File: config.mk
export PLATFORM = sky130hd
export DESIGN_NAME = math_pow2_pipe
export DESIGN_NICKNAME = d
export VERILOG_FILES = /design/src/rtl/math_pow2_pipe.sv
export SDC_FILE = /design/constraint.sdc
export NUM_CORES = 1
export LEC_CHECK = 0
export BUFFER_PORTS_ARGS = -buffer_cell sky130_fd_sc_hd__buf_2
export CELL_PAD_IN_SITES_DETAIL_PLACEMENT = 1
export CELL_PAD_IN_SITES_GLOBAL_PLACEMENT = 2
export CORE_MARGIN = 1
export CORE_UTILIZATION = 37
export DETAILED_ROUTE_END_ITERATION = 6
export HOLD_SLACK_MARGIN = 0.06
export PLACE_DENSITY_LB_ADDON = 0.12
export SYNTH_ARGS = -nofsm -noshare
export SYNTH_HDL_FRONTEND = slang
export SYNTH_SLANG_ARGS = --single-unit
File: constraint.sdc
create_clock -name clk -period 3 [get_ports clk]
set_clock_uncertainty 0.15 [all_clocks]
set_input_delay 0.6 -clock clk [delete_from_list [all_inputs] [get_ports clk]]
set_output_delay 0.6 -clock clk [all_outputs]
set_load 0.05 [all_outputs]
File: src/rtl/math_pow2_pipe.sv
// Pipelined base-2 antilog: dout = floor(2^x * 2^OUT_FRAC_W), x = din / 2^FRAC_W.
// Three stages: field split, LUT read with optional interpolation, shift and clip.
module math_pow2_pipe #(
    parameter int INT_W      = 6,
    parameter int FRAC_W     = 6,
    parameter int SIGNED     = 0,
    parameter int LUT_BITS   = 6,
    parameter int LUT_W      = 23,
    parameter int OUT_INT_W  = 16,
    parameter int OUT_FRAC_W = 8
) (
    input  logic                            clk,
    input  logic                            rst,
    input  logic                            ena,
    input  logic                            in_valid,
    input  logic [INT_W+FRAC_W-1:0]         din,
    output logic                            out_valid,
    output logic [OUT_INT_W+OUT_FRAC_W-1:0] dout,
    output logic                            sat,
    output logic                            uflow
);

    localparam int IN_W   = INT_W + FRAC_W;
    localparam int OUT_W  = OUT_INT_W + OUT_FRAC_W;
    localparam int D      = FRAC_W - LUT_BITS;
    localparam int DEPTH  = 2 ** LUT_BITS;
    localparam int DROP   = LUT_W - OUT_FRAC_W;
    localparam int E_MAX  = (SIGNED != 0) ? (2 ** (INT_W - 1)) - 1 : (2 ** INT_W) - 1;
    // Exponents at or above OUT_INT_W saturate, so the shifter only has to cover the rest.
    localparam int SH_MAX = (E_MAX < OUT_INT_W - 1) ? E_MAX : OUT_INT_W - 1;
    localparam int WIDE_W = LUT_W + 1 + SH_MAX;

    // round((2^(idx/DEPTH) - 1) * 2^LUT_W); idx = DEPTH yields exactly 2^LUT_W.
    function automatic logic [LUT_W:0] lut_entry(input int idx);
        real    scaled;
        longint v;
        scaled = (2.0 ** (real'(idx) / real'(DEPTH)) - 1.0) * (2.0 ** LUT_W) + 0.5;
        v = longint'(scaled);
        if (real'(v) > scaled) v = v - 1;
        return (LUT_W + 1)'(v);
    endfunction

    logic [LUT_W:0] lut [DEPTH+1];

    for (genvar g = 0; g <= DEPTH; g++) begin : g_lut
        assign lut[g] = lut_entry(g);
    end

    // Stage 1: split the exponent into integer part and LUT address.
    logic                s1_v;
    logic [INT_W-1:0]    s1_e;
    logic [LUT_BITS-1:0] s1_k;

    // NOTE: clocked state is written with <= only; the combinational block below uses =.
    always_ff @(posedge clk) begin
        if (rst) begin
            s1_v <= 1'b0;
            s1_e <= '0;
            s1_k <= '0;
        end else if (ena) begin
            s1_v <= in_valid;
            s1_e <= din[IN_W-1:FRAC_W];
            s1_k <= din[FRAC_W-1:D];
        end
    end

    // Stage 2 combinational: mantissa from the LUT, interpolated on the residue bits.
    logic [LUT_W-1:0]  m_next;
    logic [LUT_BITS:0] k_lo;

    assign k_lo = {1'b0, s1_k};

    if (D == 0) begin : g_direct
        assign m_next = LUT_W'(lut[k_lo]);
    end else begin : g_interp
        logic [D-1:0]       r_q;
        logic [LUT_BITS:0]  k_hi;
        logic [LUT_W:0]     step;
        logic [LUT_W+D-1:0] prod;

        always_ff @(posedge clk) begin
            if (rst) begin
                r_q <= '0;
            end else if (ena) begin
                r_q <= din[D-1:0];
            end
        end

        assign k_hi   = k_lo + (LUT_BITS + 1)'(1);
        assign step   = lut[k_hi] - lut[k_lo];
        assign prod   = (LUT_W + D)'(step) * (LUT_W + D)'(r_q);
        assign m_next = LUT_W'(lut[k_lo] + (LUT_W + 1)'(prod >> D));
    end

    logic             s2_v;
    logic [INT_W-1:0] s2_e;
    logic [LUT_W-1:0] s2_m;

    always_ff @(posedge clk) begin
        if (rst) begin
            s2_v <= 1'b0;
            s2_e <= '0;
            s2_m <= '0;
        end else if (ena) begin
            s2_v <= s1_v;
            s2_e <= s1_e;
            s2_m <= m_next;
        end
    end

    // Stage 3 combinational: scale 1.m by 2^e, then clip or flush.
    int                e_val;
    logic [LUT_W:0]    p;
    logic [WIDE_W-1:0] wide;
    logic [OUT_W-1:0]  dout_next;
    logic              sat_next;
    logic              uflow_next;

    always_comb begin
        // NOTE: every variable gets a default up front so no path leaves a latch behind.
        e_val      = (SIGNED != 0) ? int'($signed(s2_e)) : int'(s2_e);
        p          = {1'b1, s2_m};
        wide       = '0;
        dout_next  = '0;
        sat_next   = 1'b0;
        uflow_next = 1'b0;
        if (e_val >= OUT_INT_W) begin
            dout_next = '1;
            sat_next  = 1'b1;
        end else if (e_val < -OUT_FRAC_W) begin
            uflow_next = 1'b1;
        end else if (e_val >= 0) begin
            wide      = WIDE_W'(p) << e_val;
            dout_next = OUT_W'(wide >> DROP);
        end else begin
            dout_next = OUT_W'(p >> (DROP - e_val));
        end
    end

    always_ff @(posedge clk) begin
        if (rst) begin
            out_valid <= 1'b0;
            dout      <= '0;
            sat       <= 1'b0;
            uflow     <= 1'b0;
        end else if (ena) begin
            out_valid <= s2_v;
            dout      <= dout_next;
            sat       <= sat_next;
            uflow     <= uflow_next;
        end
    end

endmodule

Word-level counts from Yosys, hierarchy flattened:

Memory sizes are Yosys's and may differ from the RTL's. A register that Yosys moved wholly into a read port is not among the register bits.
Index checks and enable logic that the tools add are counted.

* memories kept: 1
* bits in registers: 46
* bits of input ports: 16
* output and inout port bits: 27
* memory bits (read-only): 3072
* logic and storage cells: 14

* muxes and demuxes: 2
* order comparisons: 1
* bitwise operators: 1
* shift-type cells: 1

Memories
* (name not given): words 128, bits a word 24, read ports 1, clocked after memory_dff 1, write ports 0, line 74 `assign m_next = LUT_W'(lut[k_lo]);`

Operator list (number)
* $shl A24 B6 Y39: 1
* $mux W24: 1
* $not A6 Y8: 1
* $ge A6 B5 Y1 const B: 1
* $mux W1: 1

Longest topological paths before layout:

* word-level depth: 2
* mapped depth: 9

Worst setup path after synthesis:

No wires, ideal clock.

* kind: register -> register
* start point: register s1_k[0]
* end point: register s2_m[10]
* arrival time: 2167 ps
* cell stages (with the launch flop): 9
* path buffers: 2
* path slack: 564 ps
* period minus slack after synthesis: 2436 ps
* required time: 2731 ps
* cells stage by stage: dfxtp_1 > buf_2 > inv_1 > ha_1 > buf_4 > or2_1 > a221oi_1 > o21ai_0 > o221a_2

* word-level cells in the longest chain between the ends: 1

RTL lines
* start, declared: line 52 `logic [LUT_BITS-1:0] s1_k;`
* start signal, assigned: line 63 `s1_k <= din[FRAC_W-1:D];`
* $not A6 Y8 (not written as such): line 74
* end, declared: line 97 `logic [LUT_W-1:0] s2_m;`

No other way between the ends.
A chain may end at the register's enable or synchronous reset.

Worst setup path after layout:

* start point: register s1_k[0]
* end point: register s2_m[14]

The elaborated chain is that of the path after synthesis.

==> flow_summary.toml <==
[run_status]
outcome = "completed"

[grt]
grt_max_degree = 91
antenna_found_initial = 0
grt_pass1_vias = 5937
grt_pass1_wl_um = 34800
grtUsageTotal = 0.281
grt_overflow = 0

[die]
die_area_um2 = 16300
die_w_um = 128
die_h_um = 128
core_um2 = 15300
rows = 45
initial_utilization = 0.381
io_pins = 43

[placement]
place_congestion = 0.926
place_hpwl_um = 15700
port-buffer-count = 41
postPlaceCellArea_um2 = 6150
dp_slack_ns = 0.344

[timing]
rsz0062_at_grt = "false"
setup_tns_ns = 0
period_minus_slack_ns = 2.66
finalCritPeriodShare = 0.887
fin_ws_ns = 0.339
final_hold_viol_count = 0
slew_headroom = 0.325
slew_viol_final = 0
max_freq_ghz = 0.376
tightest_slew_ns = 1.01
setup_viol = 0

[logic_synthesis]
syn_area_per_cell_um2 = 8.14
ys_ff_latch = 69
netlist_top_cells_count = "80 x nor2_1, 69 x dfxtp_1, 63 x nand2_1"
synth-edff-count = 0
yosysWarnings = 0
synth-seq-area-share = 0.237
synth.top_cell.area_share = 0.237
post-synth-top-count-cell = "nor2_1"
synth_flop_cell = "dfxtp_1"
synthesis.area_um2 = 5830
async_flop_share = 0
synth_cells = 717
syn_nets = 746
yosysTopAreaCell = "dfxtp_1"
synth.area.top_cells = "dfxtp_1 24%, mux4_2 9.7%, mux2i_1 6.5%, nor2_1 5.1%, nand2_1 4.1%"
yosysUniqueCellTypes = 71

[cts]
cts_sinks = 69
postCtsSetupBuffers = 0
cts-buffers-inserted = 9
cts_tree = "yes"
path_clk_slew_ns = 0.06
clockRootBuffer = "clkbuf_16"
cts_buffer_depth = 2
post_cts_resized = 0
ctsHoldBuffers = 0
worst_skew_pair.late_latency_ns = 0.34
h-tree-depth = 3

[layout]
drive_gt1_frac = 0.204
fin_nets = 756
area_growth_syn_to_layout_pct = 10.6
design_area_um2 = 6450
antenna_cells = 0

[route]
drt_iter0_markers = 528
ant_nets = 0
vias = 5920
drt_wl_total_um = 22000
viasPerCell = 6.28
route.detailed.wl_per_inst_um = 23.3
drcViolationCount = 0
drt-pass1-iter-count = 5

[setup_path]
critPathRequiredTime_ns = 3.10
crit_fanout = 13
worst_setup_path_end_kind = "register"
r2r_slack_ns = 0.34
path_class = "register to register"
start_kind = "register"
critPathArrivalTime_ns = 2.76
crit_top_cell = "a2111oi_0"
cpPeakStageDelay_ns = 0.62
crit_slowest_cell = "ha_1"
critical_path_buf_inv_count = 2
cp_cell_sequence = "inv_1, buf_4, ha_1, nor2_1, a2111oi_0, a2111oi_0, a211oi_1"
crit_family = "compound AO/OA/AOI/OAI gates"

[power_and_ir_drop]
max-vdd-ir-drop_mv = 0.297
pwr_density_cell_nw_per_um2 = 470
leakage_nw = 2.39

[run]
maxCapViolCount = 0

[hold_path]
hp-class = "register to register"
[worst register-to-register path: stages, from the launching register on]
cell	delay [ns]
dfxtp_1	0.32
inv_1	0.06
buf_4	0.16
ha_1	0.62
nor2_1	0.27
a2111oi_0	0.61
a2111oi_0	0.15
a211oi_1	0.24
[path summary, 6_finish.rpt]
| kind | start | end | cells past startpoint |
|---|---|---|---|
| hold / removal | dout[7]$_SDFFE_PP0P_ | dout[7]$_SDFFE_PP0P_ | 2 |
| setup reg to reg | s1_k[0]$_SDFFE_PP0P_ | s2_m[14]$_SDFFE_PP0P_ | 7 |
| hold reg to reg | dout[7]$_SDFFE_PP0P_ | dout[7]$_SDFFE_PP0P_ | 2 |
| setup / recovery | s1_k[0]$_SDFFE_PP0P_ | s2_m[14]$_SDFFE_PP0P_ | 7 |
[registers in the layout, indices dropped and copies added (netlist names)]
name       cells
out_valid      1
s1_k           6
s2_v           1
sat            1
s1_v           1
s1_e           6
s2_m          23
s2_e           6
dout          24
[layout make-up]
cell class                      count  area [µm²]
Timing Repair Buffer               77         513
Sequential cell                    69        1390
Tap cell                          211         264
Multi-Input combinational cell    560        3950
Inverter                           10        37.5
Fill cell                        1871        8860
Clock buffer                        9         225
Clock inverter                      7        77.6
[cell families after synthesis]
kind of cell	synth area share
simple gates	0.198
compound gates	0.259
buf+inv	0.0860
mux	0.192
flops	0.237
fa+ha+maj	0.0279
other cells	0.000643
[power by group]
| group | total, mW | switching [mW] | internal [mW] | leakage [nW] |
|---|---|---|---|---|
| logic | 0.850 | 0.534 | 0.316 | 1.67 |
| clock network | 1.12 | 0.466 | 0.655 | 0.147 |
| registers | 1.06 | 0.0819 | 0.978 | 0.569 |
| total | 3.03 | 1.08 | 1.95 | 2.39 |
[metal layers]
metal / part of all wire / track usage / vias up
li1: - / - / 2706
met1: 0.46 / 0.391 / 2963
met2: 0.43 / 0.411 / 210
met3: 0.072 / 0.0716 / 41
met4: 0.031 / 0.115 / 0
met5: 0 / 0 / -
[metrics by stage]
step                      utilization  instances  total power, mW  hold WS, ns
after CTS                       0.421        943             3.05        0.329
after floorplan                     -        717             1.67        0.308
final                           0.421        943             3.03        0.336
after detailed placement        0.402        927             1.91        0.324
after global routing            0.421        943             3.17        0.358
after global placement          0.402        927             1.90        0.318
[placed cells by master, fill, tap and decap left out, drive strengths merged, types with 13 or more instances in the layout]
master and n:
a211oi 16, a21oi 39, a31oi 23, buf 77
dfxtp 69, ha 13, inv 13, mux2 15
mux2i 38, mux4 25, nand2 65, nand2b 18
nand3 21, nor2 81, nor2b 19, nor3 20
o21ai 49
Note: power is estimated with default switching activity, not from simulation.
